===== config.mk =====
export PLATFORM = sky130hd
export DESIGN_NAME = dmem_arbiter_flat
export DESIGN_NICKNAME = d
export VERILOG_FILES = /design/src/rtl/dmem_pkg.sv /design/src/rtl/dmem_arbiter_if.sv /design/src/rtl/dmem_lane_fmt.sv /design/src/rtl/dmem_arbiter.sv /design/src/flat_wrapper.sv
export SDC_FILE = /design/constraint.sdc
export NUM_CORES = 1
export LEC_CHECK = 0
export ABC_AREA = 0
export BUFFER_PORTS_ARGS = -buffer_cell sky130_fd_sc_hd__buf_2
export CAP_MARGIN = 20
export CORE_AREA = 2 2 113 115
export DETAILED_ROUTE_END_ITERATION = 6
export DIE_AREA = 0 0 115 117
export PLACE_DENSITY = 0.61
export SLEW_MARGIN = 40
export SYNTH_ARGS = -nofsm -noshare
export SYNTH_HDL_FRONTEND = slang
export SYNTH_SLANG_ARGS = --single-unit

===== constraint.sdc =====
create_clock -name clk -period 2.2 [get_ports clk]
set_input_delay 0.33 -clock clk [delete_from_list [all_inputs] [get_ports clk]]
set_output_delay 0.33 -clock clk [all_outputs]
set_load 0.01 [all_outputs]

===== src/rtl/dmem_pkg.sv =====
// Shared types for the data-memory arbiter: Funct3 encodings, port ids, response pipe entry.
// Pure declarations; no timing or flow-control behaviour of its own.
package dmem_pkg;

    typedef enum logic [2:0] {
        LB  = 3'b000,
        LH  = 3'b001,
        LW  = 3'b010,
        LBU = 3'b100,
        LHU = 3'b101
    } funct3_e;

    typedef enum logic {
        PORT_CPU = 1'b0,
        PORT_LDR = 1'b1
    } port_e;

    typedef struct packed {
        logic       vld;
        port_e      port;
        logic       we;
        logic [2:0] funct3;
        logic [1:0] lo;
        logic       err;
    } dmem_rsp_t;

    // 011, 110 and 111 have no load or store meaning in either direction.
    function automatic logic f3_illegal(input logic [2:0] f);
        return (f == 3'b011) || (f == 3'b110) || (f == 3'b111);
    endfunction

endpackage


===== src/rtl/dmem_arbiter_if.sv =====
// Bundle of CPU port, loader port and memory-macro signals around the arbiter.
// The slave side is the arbiter; the master side is the requesters plus the memory.
interface dmem_arbiter_if #(
    parameter int DM_ADDRESS = 9,
    parameter int DATA_W     = 32
);
    logic                  c_req;
    logic                  c_we;
    logic [DM_ADDRESS-1:0] c_addr;
    logic [DATA_W-1:0]     c_wdata;
    logic [2:0]            c_funct3;
    logic                  c_gnt;
    logic                  c_done;
    logic [DATA_W-1:0]     c_rdata;
    logic                  c_err;

    logic                  d_req;
    logic                  d_we;
    logic [DM_ADDRESS-1:0] d_addr;
    logic [DATA_W-1:0]     d_wdata;
    logic                  d_gnt;
    logic                  d_done;
    logic [DATA_W-1:0]     d_rdata;
    logic                  d_err;

    logic [31:0]           m_raddr;
    logic [31:0]           m_waddr;
    logic [31:0]           m_wdata;
    logic [3:0]            m_wr;
    logic [31:0]           m_rdata;

    modport slave (
        input  c_req, c_we, c_addr, c_wdata, c_funct3,
        output c_gnt, c_done, c_rdata, c_err,
        input  d_req, d_we, d_addr, d_wdata,
        output d_gnt, d_done, d_rdata, d_err,
        output m_raddr, m_waddr, m_wdata, m_wr,
        input  m_rdata
    );

    modport master (
        output c_req, c_we, c_addr, c_wdata, c_funct3,
        input  c_gnt, c_done, c_rdata, c_err,
        output d_req, d_we, d_addr, d_wdata,
        input  d_gnt, d_done, d_rdata, d_err,
        input  m_raddr, m_waddr, m_wdata, m_wr,
        output m_rdata
    );

endinterface


===== src/rtl/dmem_lane_fmt.sv =====
// Funct3 lane formatter: byte enables, replicated store data, alignment error, load extension.
// Purely combinational, zero latency, no flow control.
module dmem_lane_fmt
    import dmem_pkg::*;
(
    input  logic [2:0]  funct3,
    input  logic [1:0]  lo,
    input  logic        we,
    input  logic [31:0] wd,
    input  logic [31:0] raw,
    output logic [3:0]  wr,
    output logic [31:0] wdata,
    output logic        err,
    output logic [31:0] rdata
);

    logic [7:0]  byte_sel;
    logic [15:0] half_sel;

    always_comb begin
        err   = f3_illegal(funct3);
        wr    = 4'b0000;
        wdata = wd;
        // Bits [1:0] carry the access size for both loads and stores.
        case (funct3[1:0])
            2'b00: begin
                wdata = {4{wd[7:0]}};
                wr    = 4'b0001 << lo;
            end
            2'b01: begin
                err   = err | lo[0];
                wdata = {2{wd[15:0]}};
                wr    = lo[1] ? 4'b1100 : 4'b0011;
            end
            default: begin
                err   = err | (lo != 2'b00);
                wr    = 4'b1111;
            end
        endcase
        if (!we || err) begin
            wr = 4'b0000;
        end
    end

    always_comb begin
        byte_sel = raw[7:0];
        case (lo)
            2'b00:   byte_sel = raw[7:0];
            2'b01:   byte_sel = raw[15:8];
            2'b10:   byte_sel = raw[23:16];
            default: byte_sel = raw[31:24];
        endcase
        half_sel = lo[1] ? raw[31:16] : raw[15:0];

        rdata = 32'h0;
        case (funct3)
            LB:      rdata = {{24{byte_sel[7]}}, byte_sel};
            LH:      rdata = {{16{half_sel[15]}}, half_sel};
            LW:      rdata = raw;
            LBU:     rdata = {24'h0, byte_sel};
            LHU:     rdata = {16'h0, half_sel};
            default: rdata = 32'h0;
        endcase
    end

endmodule


===== src/rtl/dmem_arbiter.sv =====
// Round-robin arbiter between CPU and loader in front of the byte-enabled data memory.
// Grant is combinational; done/rdata/err follow exactly one cycle later; a losing request must be held.
module dmem_arbiter
    import dmem_pkg::*;
#(
    parameter int DM_ADDRESS = 9,
    parameter int DATA_W     = 32
) (
    input  logic           clk,
    input  logic           reset,
    dmem_arbiter_if.slave  bus
);

    port_e                 last;
    logic [DM_ADDRESS-1:0] hold_addr;
    dmem_rsp_t             rsp;

    logic                  c_win;
    logic                  c_gnt;
    logic                  d_gnt;
    logic                  any_gnt;
    logic                  sel_we;
    logic [DM_ADDRESS-1:0] sel_addr;
    logic [31:0]           sel_wd;
    logic [2:0]            sel_f3;

    logic [3:0]            req_wr;
    logic [31:0]           req_wdata;
    logic                  req_err;
    logic [31:0]           req_unused_rdata;

    logic [3:0]            rsp_unused_wr;
    logic [31:0]           rsp_unused_wdata;
    logic                  rsp_unused_err;
    logic [DATA_W-1:0]     rsp_rdata;
    logic [DATA_W-1:0]     load_data;
    logic                  done_ok;

    // CPU wins a contest only when the loader held the previous grant.
    assign c_win   = bus.c_req && (!bus.d_req || (last == PORT_LDR));
    assign c_gnt   = !reset && c_win;
    assign d_gnt   = !reset && bus.d_req && !c_win;
    assign any_gnt = c_gnt || d_gnt;

    always_comb begin
        sel_we   = bus.c_we;
        sel_addr = bus.c_addr;
        sel_wd   = bus.c_wdata;
        sel_f3   = bus.c_funct3;
        if (!c_win) begin
            sel_we   = bus.d_we;
            sel_addr = bus.d_addr;
            sel_wd   = bus.d_wdata;
            sel_f3   = LW;
        end
    end

    dmem_lane_fmt u_req_fmt (
        .funct3 (sel_f3),
        .lo     (sel_addr[1:0]),
        .we     (sel_we),
        .wd     (sel_wd),
        .raw    (32'h0),
        .wr     (req_wr),
        .wdata  (req_wdata),
        .err    (req_err),
        .rdata  (req_unused_rdata)
    );

    always_ff @(posedge clk) begin
        if (reset) begin
            last      <= PORT_LDR;
            hold_addr <= '0;
            rsp       <= '0;
        end else begin
            rsp.vld    <= any_gnt;
            rsp.port   <= d_gnt ? PORT_LDR : PORT_CPU;
            rsp.we     <= sel_we;
            rsp.funct3 <= sel_f3;
            rsp.lo     <= sel_addr[1:0];
            rsp.err    <= req_err;
            if (any_gnt) begin
                last      <= d_gnt ? PORT_LDR : PORT_CPU;
                hold_addr <= sel_addr;
            end
        end
    end

    assign bus.c_gnt   = c_gnt;
    assign bus.d_gnt   = d_gnt;
    assign bus.m_wr    = any_gnt ? req_wr : 4'b0000;
    assign bus.m_wdata = any_gnt ? req_wdata : 32'h0;

    // Idle cycles keep presenting the last granted address.
    always_comb begin
        bus.m_raddr = 32'h0;
        if (!reset) begin
            bus.m_raddr = {{(32-DM_ADDRESS){1'b0}}, (any_gnt ? sel_addr : hold_addr)};
        end
        bus.m_waddr = {bus.m_raddr[31:2], 2'b00};
    end

    dmem_lane_fmt u_rsp_fmt (
        .funct3 (rsp.funct3),
        .lo     (rsp.lo),
        .we     (rsp.we),
        .wd     (32'h0),
        .raw    (bus.m_rdata),
        .wr     (rsp_unused_wr),
        .wdata  (rsp_unused_wdata),
        .err    (rsp_unused_err),
        .rdata  (rsp_rdata)
    );

    assign done_ok   = rsp.vld && !reset;
    assign load_data = (rsp.we || rsp.err) ? '0 : rsp_rdata;

    assign bus.c_done  = done_ok && (rsp.port == PORT_CPU);
    assign bus.d_done  = done_ok && (rsp.port == PORT_LDR);
    assign bus.c_err   = bus.c_done && rsp.err;
    assign bus.d_err   = bus.d_done && rsp.err;
    assign bus.c_rdata = bus.c_done ? load_data : '0;
    assign bus.d_rdata = bus.d_done ? load_data : '0;

endmodule


===== src/flat_wrapper.sv =====
// flat-port wrapper written by rule: the top's interface ports become plain ports
module dmem_arbiter_flat import dmem_pkg::*;
#(
    parameter int DM_ADDRESS = 9,
    parameter int DATA_W     = 32
)
  (clk, reset, bus_c_req, bus_c_we, bus_c_addr, bus_c_wdata, bus_c_funct3, bus_c_gnt, bus_c_done, bus_c_rdata, bus_c_err, bus_d_req, bus_d_we, bus_d_addr, bus_d_wdata, bus_d_gnt, bus_d_done, bus_d_rdata, bus_d_err, bus_m_raddr, bus_m_waddr, bus_m_wdata, bus_m_wr, bus_m_rdata);
  dmem_arbiter_if #(.DM_ADDRESS(DM_ADDRESS), .DATA_W(DATA_W)) bus_i ();
  input  logic clk;
  input  logic reset;
  input wire logic [$bits(bus_i.c_req)-1:0] bus_c_req;
  input wire logic [$bits(bus_i.c_we)-1:0] bus_c_we;
  input wire logic [$bits(bus_i.c_addr)-1:0] bus_c_addr;
  input wire logic [$bits(bus_i.c_wdata)-1:0] bus_c_wdata;
  input wire logic [$bits(bus_i.c_funct3)-1:0] bus_c_funct3;
  output wire logic [$bits(bus_i.c_gnt)-1:0] bus_c_gnt;
  output wire logic [$bits(bus_i.c_done)-1:0] bus_c_done;
  output wire logic [$bits(bus_i.c_rdata)-1:0] bus_c_rdata;
  output wire logic [$bits(bus_i.c_err)-1:0] bus_c_err;
  input wire logic [$bits(bus_i.d_req)-1:0] bus_d_req;
  input wire logic [$bits(bus_i.d_we)-1:0] bus_d_we;
  input wire logic [$bits(bus_i.d_addr)-1:0] bus_d_addr;
  input wire logic [$bits(bus_i.d_wdata)-1:0] bus_d_wdata;
  output wire logic [$bits(bus_i.d_gnt)-1:0] bus_d_gnt;
  output wire logic [$bits(bus_i.d_done)-1:0] bus_d_done;
  output wire logic [$bits(bus_i.d_rdata)-1:0] bus_d_rdata;
  output wire logic [$bits(bus_i.d_err)-1:0] bus_d_err;
  output wire logic [$bits(bus_i.m_raddr)-1:0] bus_m_raddr;
  output wire logic [$bits(bus_i.m_waddr)-1:0] bus_m_waddr;
  output wire logic [$bits(bus_i.m_wdata)-1:0] bus_m_wdata;
  output wire logic [$bits(bus_i.m_wr)-1:0] bus_m_wr;
  input wire logic [$bits(bus_i.m_rdata)-1:0] bus_m_rdata;
  assign bus_i.c_req = bus_c_req;
  assign bus_i.c_we = bus_c_we;
  assign bus_i.c_addr = bus_c_addr;
  assign bus_i.c_wdata = bus_c_wdata;
  assign bus_i.c_funct3 = bus_c_funct3;
  assign bus_c_gnt = bus_i.c_gnt;
  assign bus_c_done = bus_i.c_done;
  assign bus_c_rdata = bus_i.c_rdata;
  assign bus_c_err = bus_i.c_err;
  assign bus_i.d_req = bus_d_req;
  assign bus_i.d_we = bus_d_we;
  assign bus_i.d_addr = bus_d_addr;
  assign bus_i.d_wdata = bus_d_wdata;
  assign bus_d_gnt = bus_i.d_gnt;
  assign bus_d_done = bus_i.d_done;
  assign bus_d_rdata = bus_i.d_rdata;
  assign bus_d_err = bus_i.d_err;
  assign bus_m_raddr = bus_i.m_raddr;
  assign bus_m_waddr = bus_i.m_waddr;
  assign bus_m_wdata = bus_i.m_wdata;
  assign bus_m_wr = bus_i.m_wr;
  assign bus_i.m_rdata = bus_m_rdata;
  dmem_arbiter #(.DM_ADDRESS(DM_ADDRESS), .DATA_W(DATA_W)) u_core (.clk(clk), .reset(reset), .bus(bus_i));
endmodule

==> flow_summary.yaml <==
placement:
  dp_hpwl_um: 10700
  port_buffers: 244
  gp_congestion: 0.869
  placed_area_sq_um: 4410
outcome:
  outcome: "finished, final reports clean"
die:
  core_area_sq_um: 12300
  pin_count: 293
  num_rows: 41
  die_area_sq_um: 13500
  initial_core_util_pct: 26.8
  chipWidth_um: 115
  floorplan.die.height_um: 117
logic_synthesis:
  seq_area_frac_synth_pct: 11.5
  synth-async-reset-ratio_pct: 0
  synth_edf_count: 0
  yosysUniqueCellTypes: 51
  syn-cell-area_sq_um: 3290
  synth_area_per_cell_sq_um: 7.40
  synth_top_flop_cell: "dfxtp_1"
  ys.warnings.count: 0
  ys_ff_latch: 19
  syn_inst: 445
clock_tree:
  numCtsBuffers: 3
  path_clk_slew_ns: 0.05
  clock_path_buffers: 2
  cts_tree: "built"
  worstSkewPairLatency_ns: 0.25
  htreeDepth: 1
  cts.sinks: 19
  post-cts-setup-buffer-count: 0
  hold_buffers: 0
  clock-root-buffer: "clkbuf_16"
drt:
  drt-initial-drc-count: 171
  ant_nets: 0
  drc: 0
  vias: 3953
  routedWlPerCell_um: 15.7
  routed_wl_um: 12700
  first_pass_iters: 4
  vias_per_cell: 4.86
timing:
  clock_skew_ns: 0.000891
  tns_ns: 0
  fmax_mhz: 460
  rsz0062_at_grt: "true"
  hold_viol: 0
  finalSetupViolCount: 0
  final.period_utilization_pct: 98.8
  fin_hold_ws_ns: 0.317
  finalCriticalPeriod_ns: 2.17
  slew_viol_final: 0
worst_setup_path:
  r2r_slack_ns: 0.86
  critPathKind: "flop to output port"
  critPathArrivalTime_ns: 1.84
  timing.rr.start: "u_core.last"
  start_kind: "flop"
  r2r-end: "u_core.rsp[4]"
  cp-end-kind: "output port"
  required_ns: 1.87
  path_max_fanout: 7
  reg2reg_depth: 5
grt:
  grt_pass1_vias: 3467
  antenna_found_initial: 0
  grt_max_degree: 46
  grt_pass1_wl_um: 18200
  overflow: 0
  grtUsageTotal_pct: 17.3
run:
  cap_viol_max_count: 0
min_path:
  worstHoldStart: "bus_c_funct3[2]"
  whs_endpoint: "u_core.rsp[5]"
  hold_path.class: "input pin to flop"
  whs_path_depth: 2
pwr:
  peakVddDrop_mv: 0.155
  p_leak_nw: 2.40
  power_density_nw_per_um2: 366
finish:
  final_area_sq_um: 4550
  syn_to_final_growth_pct: 38.0
  final_nets: 787
  insertedDiodeCount: 0
  drive_above_1_share_pct: 48.0
  final_util_pct: 36.9
## synthesized netlist by cell type, types with 3 or more instances
cell,number,share of area (%)
o221a_2,6,2.1
dfxtp_1,19,12
nor2_1,71,8.1
nand3_1,3,0.46
buf_1,4,0.46
mux2_2,5,1.7
buf_6,6,2.1
nand2_1,41,4.7
a211oi_1,30,6.8
clkbuf_1,5,0.57
buf_4,58,13
and2_1,5,0.95
a22oi_1,7,1.6
a221oi_2,7,3.2
mux4_1,7,5.6
nand3b_1,7,1.6
o22a_1,7,1.9
o21ai_0,18,2.7
buf_2,22,3.3
a21oi_1,44,6.7
nor2b_1,4,0.76
mux2i_1,32,9.7
nor3b_1,3,0.68
## worst max-delay path, cell delays in order (launching register included)
cell and delay (ns):
dfxtp_4 0.38, buf_8 0.14, mux4_2 0.52, a22oi_2 0.17
o22a_1 0.19, nor2_1 0.05, buf_2 0.14
## per-layer routing
| layer | part of all wire, % | wire, um | up-vias | GRT usage [%] |
|---|---|---|---|---|
| met3 | 7.2 | 923 | 16 | 1.91 |
| met5 | 0 | 0 | - | 0 |
| li1 | - | - | 1944 | - |
| met2 | 53 | 6800 | 214 | 34.6 |
| met4 | 2.3 | 289 | 0 | 5.06 |
| met1 | 37 | 4740 | 1779 | 19.0 |
## sequential cells by signal (all words and copies together) (netlist names)
register and cells:
u_core.rsp 9, u_core.hold_addr 9, u_core.last 1
## power breakdown
part	switching, mW	leakage, nW	internal [mW]
registers	0.0198	0.159	0.371
clock network	0.128	0.0371	0.245
logic	0.519	2.20	0.381
## per-stage QoR
stage / setup WS [ns] / power, mW / instances
after floorplan: 0.325 / 1.00 / 492
after global placement: 0.162 / 1.27 / 809
after detailed placement: 0.130 / 1.27 / 809
after CTS: 0.000104 / 1.65 / 813
after global routing: -0.0527 / 1.79 / 813
final: 0.0268 / 1.66 / 813
## placed cells by master, fill, tap and decap left out, types with 2 or more instances in the layout
master,instances
nor3_1,2
a22oi_2,7
a211oi_1,29
dfxtp_1,16
dfxtp_2,2
mux2_4,2
mux2i_1,32
nor3b_1,3
a21oi_1,44
a211oi_2,2
nand3_1,3
o22a_1,7
nand2_1,40
buf_12,3
mux4_2,6
nor2_1,71
mux2_2,5
clkbuf_16,3
nor3_4,2
o21ai_0,16
o221a_2,6
buf_4,13
a221oi_2,7
nand3b_1,7
and2_1,5
o21ai_1,3
and3_1,2
buf_2,244
nor2b_1,4
conb_1,48
## cell families (layout without fill, tap and decap cells)
kind of cell,Yosys count,after routing,share of synthesized area (%)
multiplexers,46,46,17.9
other,1,48,0.114
buffers and inverters,98,269,20.0
flip-flops,19,19,11.5
AND/OR/NAND/NOR,150,150,21.3
AO/OA/AOI/OAI,131,131,29.1
## worst max path at each step
stage                   from             end  depth (start not counted)
6_report       u_core.rsp[1]  bus_d_rdata[2]                          6
5_1_grt        u_core.rsp[1]  bus_c_rdata[2]                          6
4_1_cts        u_core.rsp[1]  bus_d_rdata[6]                          6
3_5_place_dp   u_core.rsp[1]  bus_d_rdata[6]                          6
3_3_place_gp   u_core.rsp[1]  bus_d_rdata[0]                          6
2_1_floorplan    u_core.last  bus_m_waddr[6]                          6
## final cells by class
class / instances / area, sq um
fillers: 1340 / 7770
multi-input cells: 375 / 2470
repair buffers: 262 / 1410
flip-flops and latches: 19 / 387
well taps: 150 / 188
clock buffers: 3 / 75.1
inverters: 3 / 13.8
clock inverters: 1 / 7.51
## repair_timing
item | CTS | global route
setup endpoints to repair | 24 | 84
pin swaps | 7 | 17
resized for setup | 6 | 23
No activity file was read; power rests on OpenSTA's default activity.
